<file path="src/rtl/framebuffer_writer.sv">
// -----------------------------------------------------------------------------
// framebuffer_writer
//   Upstream stage of the VGA display path. Takes a raster stream of grey
//   pixels (valid/ready with start-of-frame and end-of-line markers), keeps
//   the top two bits of each pixel and writes them into the framebuffer at
//   the linear address row*FB_WIDTH+col. The address is an incrementing
//   counter plus a per-line base register.
//
// Ports
//   vga_clk_25   in   sole clock, rising edge
//   reset_n      in   asynchronous active-low reset
//   capture_en   in   level, 1 = capture frames continuously
//   pix_data     in   input pixel
//   pix_valid    in   pix_data/pix_sof/pix_eol valid this cycle
//   pix_sof      in   beat is first pixel of a frame
//   pix_eol      in   beat is last pixel of a line
//   pix_ready    out  block accepts a beat this cycle
//   wr_en        out  framebuffer write strobe (1 cycle after the beat)
//   wr_addr      out  framebuffer write address
//   wr_data      out  quantised pixel
//   frame_done   out  1-cycle pulse, full frame written
//   frame_count  out  completed frames, wraps 255 -> 0
//   line_err     out  sticky, a line was short or long
//   frame_err    out  sticky, sof arrived mid-frame
//   err_clr      in   synchronous clear of line_err/frame_err
//   dbg_state    out  current FSM state (0 IDLE, 1 WAIT_SOF, 2 CAPTURE)
//
// Handshake: a beat is transferred on a rising edge where pix_valid and
// pix_ready are both 1. pix_ready depends only on the FSM state, never on
// pix_valid, and pix_valid=0 cycles leave all state untouched.
// -----------------------------------------------------------------------------
module framebuffer_writer #(
  parameter int FB_WIDTH   = 320,
  parameter int FB_HEIGHT  = 240,
  parameter int ADDR_WIDTH = 17,
  parameter int IN_WIDTH   = 8
) (
  input  logic                  vga_clk_25,
  input  logic                  reset_n,
  input  logic                  capture_en,
  input  logic [IN_WIDTH-1:0]   pix_data,
  input  logic                  pix_valid,
  input  logic                  pix_sof,
  input  logic                  pix_eol,
  output logic                  pix_ready,
  output logic                  wr_en,
  output logic [ADDR_WIDTH-1:0] wr_addr,
  output logic [1:0]            wr_data,
  output logic                  frame_done,
  output logic [7:0]            frame_count,
  output logic                  line_err,
  output logic                  frame_err,
  input  logic                  err_clr,
  output logic [1:0]            dbg_state
);

  localparam int COL_W = (FB_WIDTH  > 1) ? $clog2(FB_WIDTH)  : 1;
  localparam int ROW_W = (FB_HEIGHT > 1) ? $clog2(FB_HEIGHT) : 1;
  localparam logic [COL_W-1:0]      LAST_COL   = COL_W'(FB_WIDTH - 1);
  localparam logic [ROW_W-1:0]      LAST_ROW   = ROW_W'(FB_HEIGHT - 1);
  localparam logic [ADDR_WIDTH-1:0] LINE_PITCH = ADDR_WIDTH'(FB_WIDTH);

  typedef enum logic [1:0] {
    S_IDLE     = 2'd0,
    S_WAIT_SOF = 2'd1,
    S_CAPTURE  = 2'd2
  } state_t;

  state_t                  r_state;
  logic                    r_ready;
  logic [COL_W-1:0]        r_col;
  logic [ROW_W-1:0]        r_row;
  logic [ADDR_WIDTH-1:0]   r_addr;       // address of the next pixel
  logic [ADDR_WIDTH-1:0]   r_base;       // address of column 0 of the current line
  logic                    r_drop;       // long line: discard beats up to eol
  logic                    r_wr_en;
  logic [ADDR_WIDTH-1:0]   r_wr_addr;
  logic [1:0]              r_wr_data;
  logic                    r_frame_done;
  logic [7:0]              r_frame_count;
  logic                    r_line_err;
  logic                    r_frame_err;

  logic       w_beat;
  logic [1:0] w_qdata;
  logic       w_unused_pix;

  assign w_beat       = pix_valid & r_ready;
  assign w_qdata      = pix_data[IN_WIDTH-1 -: 2];
  assign w_unused_pix = ^pix_data[IN_WIDTH-3:0];

  always_ff @(posedge vga_clk_25 or negedge reset_n) begin
    if (!reset_n) begin
      r_state       <= S_IDLE;
      r_ready       <= 1'b0;
      r_col         <= '0;
      r_row         <= '0;
      r_addr        <= '0;
      r_base        <= '0;
      r_drop        <= 1'b0;
      r_wr_en       <= 1'b0;
      r_wr_addr     <= '0;
      r_wr_data     <= '0;
      r_frame_done  <= 1'b0;
      r_frame_count <= '0;
      r_line_err    <= 1'b0;
      r_frame_err   <= 1'b0;
    end else begin
      r_wr_en      <= 1'b0;
      r_frame_done <= 1'b0;
      case (r_state)
        S_IDLE: begin
          if (capture_en) begin
            r_state <= S_WAIT_SOF;
            r_ready <= 1'b1;
          end
        end
        default: begin
          if (w_beat && pix_sof) begin
            // A sof always (re)starts the frame at pixel (0,0); inside
            // CAPTURE it means the previous frame was cut short.
            if (r_state == S_CAPTURE) r_frame_err <= 1'b1;
            r_state   <= S_CAPTURE;
            r_drop    <= 1'b0;
            r_wr_en   <= 1'b1;
            r_wr_addr <= '0;
            r_wr_data <= w_qdata;
            if (pix_eol) begin
              // One-pixel line: short-line rule, next line starts at row 1.
              r_line_err <= 1'b1;
              r_row      <= ROW_W'(1);
              r_col      <= '0;
              r_base     <= LINE_PITCH;
              r_addr     <= LINE_PITCH;
            end else begin
              r_row  <= '0;
              r_col  <= COL_W'(1);
              r_base <= '0;
              r_addr <= ADDR_WIDTH'(1);
            end
          end else if (r_state == S_WAIT_SOF) begin
            // Non-sof beats are accepted and discarded here.
            if (!capture_en) begin
              r_state <= S_IDLE;
              r_ready <= 1'b0;
            end
          end else if (w_beat) begin
            if (!r_drop) begin
              r_wr_en   <= 1'b1;
              r_wr_addr <= r_addr;
              r_wr_data <= w_qdata;
            end else if (r_col == LAST_COL) begin
              // First extra beat of a long line.
              r_line_err <= 1'b1;
            end
            if (pix_eol) begin
              if (!r_drop && r_col != LAST_COL) r_line_err <= 1'b1;
              r_drop <= 1'b0;
              if (r_row == LAST_ROW) begin
                r_frame_done  <= 1'b1;
                r_frame_count <= r_frame_count + 8'd1;
                r_row         <= '0;
                r_col         <= '0;
                r_base        <= '0;
                r_addr        <= '0;
                if (capture_en) begin
                  r_state <= S_WAIT_SOF;
                end else begin
                  r_state <= S_IDLE;
                  r_ready <= 1'b0;
                end
              end else begin
                // Short lines skip the rest of their addresses.
                r_row  <= r_row + ROW_W'(1);
                r_col  <= '0;
                r_base <= r_base + LINE_PITCH;
                r_addr <= r_base + LINE_PITCH;
              end
            end else if (r_drop) begin
              // Column is meaningless while dropping; moving it off the last
              // column marks that the first extra beat has been seen.
              r_col <= '0;
            end else if (r_col == LAST_COL) begin
              r_drop <= 1'b1;
            end else begin
              r_col  <= r_col + COL_W'(1);
              r_addr <= r_addr + ADDR_WIDTH'(1);
            end
          end
        end
      endcase
      // Clear wins over any error set in the same cycle.
      if (err_clr) begin
        r_line_err  <= 1'b0;
        r_frame_err <= 1'b0;
      end
    end
  end

  assign pix_ready   = r_ready;
  assign wr_en       = r_wr_en;
  assign wr_addr     = r_wr_addr;
  assign wr_data     = r_wr_data;
  assign frame_done  = r_frame_done;
  assign frame_count = r_frame_count;
  assign line_err    = r_line_err;
  assign frame_err   = r_frame_err;
  assign dbg_state   = r_state;

endmodule

</file>
<file path="config.mk">
export PLATFORM = sky130hd
export DESIGN_NAME = framebuffer_writer
export DESIGN_NICKNAME = d
export VERILOG_FILES = /design/src/rtl/framebuffer_writer.sv
export SDC_FILE = /design/constraint.sdc
export NUM_CORES = 1
export LEC_CHECK = 0
export ABC_AREA = 1
export CAP_MARGIN = 30
export CORE_UTILIZATION = 45
export CTS_CLUSTER_DIAMETER = 100
export DETAILED_ROUTE_END_ITERATION = 12
export HOLD_SLACK_MARGIN = 0.06
export MAX_ROUTING_LAYER = met4
export PLACE_DENSITY_LB_ADDON = 0.12
export SLEW_MARGIN = 15
export SYNTH_ARGS = -nofsm -noshare
export SYNTH_HDL_FRONTEND = slang
export SYNTH_SLANG_ARGS = --single-unit
</file>
<file path="constraint.sdc">
create_clock -name vga_clk_25 -period 2.3 [get_ports vga_clk_25]
set_input_delay 0.69 -clock vga_clk_25 [delete_from_list [all_inputs] [get_ports vga_clk_25]]
set_output_delay 0.69 -clock vga_clk_25 [all_outputs]
set_load 0.01 [all_outputs]
</file>
# After elaboration in Yosys (flattened, before gate mapping)
# Index checks and enable logic that the tools add are counted.
# word_totals
inputBits	15
wordCells	146
output_inout_bits	34
reg_bits	86
# op_classes
addsub	5
muxes	82
eq_ne	16
n_reduce_logical	25
bitwise	4
# op_table
operator	n
$mux 17	15
$mux 9	8
$mux 1	42
$mux 8	5
$mux 2	12
$add 17x1->17 const B	1
$add 17x9->17 const B	1
$add 8x1->8 const B	2
$reduce_and 4->1	4
$reduce_and 5->1	3
$reduce_bool 3->1	4
$reduce_bool 4->1	3
$add 9x1->9 const B	1
$eq 9x9->1 const B	1
$ne 3x3->1 const B	3
$ne 9x9->1 const B	1
$eq 8x8->1 const B	1
$reduce_bool 2->1	4
$ne 2x2->1 const B	3
$reduce_and 3->1	2
$reduce_and 6->1	1
$ne 2x1->1 const B	2
$ne 4x3->1 const B	1
$ne 4x4->1 const B	1
other kinds (8)	11

# Longest topological paths before layout
# depth
ltp_word	10
ltp_mapped	12
depth_no_buf	11

# Worst setup path after synthesis
# No wires, ideal clock.
# synth_path
path_type	input -> register
from	input port pix_eol
to	register r_col[6]
required_ns	2.181
path_slack_ns	0.569
path_stages	10
setup_time_ns	0.119
path_buffers	2
arrival_ns	1.612
cell_sequence	buf_2 -> inv_2 -> nand2_8 -> inv_2 -> nand2_2 -> nand2_4 -> nand2_2 -> buf_6 -> a21oi_1 -> nor2_1
# synth_via
elab_chain_cells	4
word_cells_on_any_way	6
cone_classes	eq/ne: 1; mux: 4; reduce/logical: 1
# synth_rtl
element	line	text
from (decl)	44	input logic pix_eol,
$mux 9	156	if (pix_eol) begin
$mux 9	147	end else if (w_beat) begin
$mux 9	141	end else if (r_state == S_WAIT_SOF) begin
$mux 9	119	if (w_beat && pix_sof) begin
to (signal assigned)	186	r_col <= r_col + COL_W'(1);
to (decl)	71	logic [COL_W-1:0] r_col;
# Parallel ways exist; a longest one is shown, timed or not. The select of a mux whose other input is x is not followed.
# A chain may end at the register's enable or synchronous reset.

# Final worst setup path
# layout_path
from	register r_state[1], in the netlist dbg_state[1]
to	output port dbg_state[1]
# layout_rtl
element	line	text
from (decl)	69	state_t r_state;
from (signal assigned)	94	r_state <= S_IDLE;
from (signal assigned)	114	r_state <= S_WAIT_SOF;
from (signal assigned)	123	r_state <= S_CAPTURE;
to (decl)	54	output logic [1:0] dbg_state
# No word-level cell between the ends.

==> results_dict.tcl <==
set metrics [dict create \
    yosys.area_share.simple 0.318 \
    drv_slew 0 \
    path_cells "clkdlybuf4s50_1" \
    slew_headroom 0.737 \
    worst-setup-path-type "register to output port" \
    worst_clock_skew_ps 8.64 \
    yosys.area_share.xor_xnor 0.0295 \
    setup_viol 0 \
    final_cells 819 \
    n_antenna_cell 0 \
    drive_gt1_frac 0.107 \
    nNetsFinal 698 \
    cp_max_fo 6 \
    synth_area_leaders "dfrtp_1 45%, nand2_1 13%, nand3_1 7.0%" \
    yosysWarnings 0 \
    drc 0 \
    drt_pre_antenna_iters 7 \
    max_cap_viol_count 0 \
    cts_buffers 9 \
    finalCriticalPeriod_ps 2100 \
    cts_hold_buf 0 \
    vias_per_cell 5.03 \
    synth_fa_ha_area_frac 0.0132 \
    max_stage_delay_ps 580 \
    clk_pin_slew_ps 90 \
    ant_nets 0 \
    finalCritPeriodShare 0.915 \
    ir_worst_vdd_mv 0.458 \
    cts_sinks 86 \
    yosys.cell_types.count 38 \
    io_pins 49 \
    tightest_slew_ps 393 \
    cts_tree "built" \
    first_iter_violations 168 \
    num_rows 37 \
    place_ws_ps -16.8 \
    yosys.area.top_type "dfrtp_1" \
    power_density_mw_per_mm2 1060 \
    clk_latency_ps 380 \
    syn2layout_area_growth_pct 19.0 \
    p_total_mw 6.00 \
    die_area_mm2 0.0110 \
    synth_edf_count 0 \
    antenna_found_initial 0 \
    drt_wl_total_um 10800 \
    dp_hpwl_um 7770 \
    gp_congestion 0.879 \
    die_y_um 105 \
    synth_top_area_share 0.453 \
    hold_viol_final 0 \
    async_reset_ff_frac 1.00 \
    fmaxAchievable_mhz 475 \
    status "completed" \
    synth-compound-area-share 0.0956 \
    power.leakage_nw 2.76 \
    synth.avg_cell_area_um2 7.71 \
    synth.most_common_cell "nand2_1" \
    wl_per_cell_um 13.2 \
    synthMuxAreaShare 0 \
    track_usage 0.216 \
    vias 4121 \
    synth_seq_area_share 0.453 \
    synth-seq-cells 86 \
    crit_slowest_cell "clkdlybuf4s50_1" \
    core_region_area_mm2 0.0103 \
    root_buffer "clkbuf_8" \
    hold_path.class "primary input to asynchronous set/reset pin" \
    postCtsSetupBuffers 0 \
    synth_top_family_by_area "simple AND/OR/NAND/NOR gates" \
    htree_levels 3 \
    dp_cells 803 \
    die_w_um 105 \
    synth_flop_cell "dfrtp_1" \
    grt_overflow_total 0 \
    startpoint_type "register" \
    critPathRequiredTime_ps 1610 \
    setup_slack_ps 195 \
    ys_top_cells_by_count "165 x nand2_1, 86 x dfrtp_1, 78 x inv_1, 66 x nand3_1, 57 x nor2_1" \
    path_buf_inv 1 \
    grt_max_degree 40 \
    cpLargestDelayFamily "buffers and inverters" \
    cts_buffer_depth 2 \
    port_buffers 42 \
    rsz0062_at_grt "false" \
    netlist_area_mm2 0.00475 \
    start_util 0.462 \
    syn-num-nets 636 \
    grt_pass1_vias 3836 \
    synthCells 616 \
    grt_first_pass_wirelength_um 18400 \
    postCtsResizedCells 0 \
    cp_data_arrival_time_ps 1410 \
    crit_path_end_kind "output port" \
]
cells in the final DEF, fill, tap and decap left out, drive strengths merged:
master	netlist	layout
a31oi	1	1
clkbuf	4	11
o21a	2	2
nand4	15	15
a21oi	12	12
clkinvlp	0	1
nor3b	1	1
o22ai	12	12
nor3	1	1
a32o	1	1
o21bai	4	4
xor2	8	8
bufinv	0	1
ha	5	5
buf	11	25
nand3b	2	2
xnor2	8	8
o211ai	1	1
clkdlybuf4s50	0	41
o21ai	47	47
dfrtp	86	86
nand3	68	68
clkinv	0	1
nor2	64	64
nand2	177	177
inv	86	88
metrics by stage:
step | utilization | TNS [ps] | cell area, um^2 | hold slack (ps)
final | 0.550 | 0 | 5650 | 214
after global routing | 0.550 | 0 | 5650 | 235
after CTS | 0.550 | 0 | 5650 | 228
after detailed placement | 0.529 | -16.8 | 5440 | 479
after global placement | 0.529 | 0 | 5440 | 471
after floorplan | - | 0 | 4750 | 394
state kept, by name, indices dropped and copies added (netlist names):
| signal | flops |
|---|---|
| frame_err | 1 |
| frame_count | 8 |
| r_drop | 1 |
| wr_data | 2 |
| pix_ready | 1 |
| r_addr | 17 |
| dbg_state | 2 |
| r_row | 8 |
| r_base | 17 |
| wr_en | 1 |
| wr_addr | 17 |
| r_col | 9 |
| line_err | 1 |
| frame_done | 1 |
report_power, final:
part / leakage [nW] / switching [mW] / total [mW] / internal [mW]
registers: 1.11 / 0.476 / 2.49 / 2.02
clock network: 0.107 / 0.591 / 1.16 / 0.571
logic: 1.54 / 1.32 / 2.35 / 1.03
total: 2.76 / 2.39 / 6.00 / 3.62
routing by layer:
layer  global-route usage  routed length, um
met3               0.0324                354
met4               0.0845                184
met2                0.339               5110
met5                    -                  0
met1                0.284               5140
kinds of logic (layout without fill, tap and decap cells):
| family | Yosys count | in the layout |
|---|---|---|
| AOI/OAI and AO/OA | 80 | 80 |
| xor gates and xnor gates | 16 | 16 |
| adders and majority gates | 5 | 5 |
| buffers and inverters | 101 | 168 |
| DFF | 86 | 86 |
| and+or+nand+nor | 328 | 328 |
worst register-to-register path, delay by kind of cell (launching register included):
family / cells / cell delay (ps)
flops: 1 / 400
fa+ha+maj: 1 / 200
buf+inv: 1 / 90
simple gates: 8 / 1100
final timing paths:
kind                         startpoint        endpoint  slack, ps  cells past startpoint
min reg2reg                   r_base[1]       r_base[1]        500                      2
min in group vga_clk_25       r_base[1]       r_base[1]        500                      2
max in group asynchronous       reset_n      r_addr[16]       1540                      2
min                             reset_n  frame_count[3]        210                      1
max                        dbg_state[1]    dbg_state[1]        200                      1
max reg2reg                    r_row[0]  frame_count[5]        430                     10
final cells by class:
class | count | area [um^2]
sequential | 86 | 2150
clock inverter | 5 | 63.8
fill | 969 | 4630
tap | 136 | 170
clock buffer | 11 | 151
multi-input combinational | 429 | 2170
inverter | 86 | 325
timing repair buffer | 66 | 623
Power figures use the tool's default switching activity.
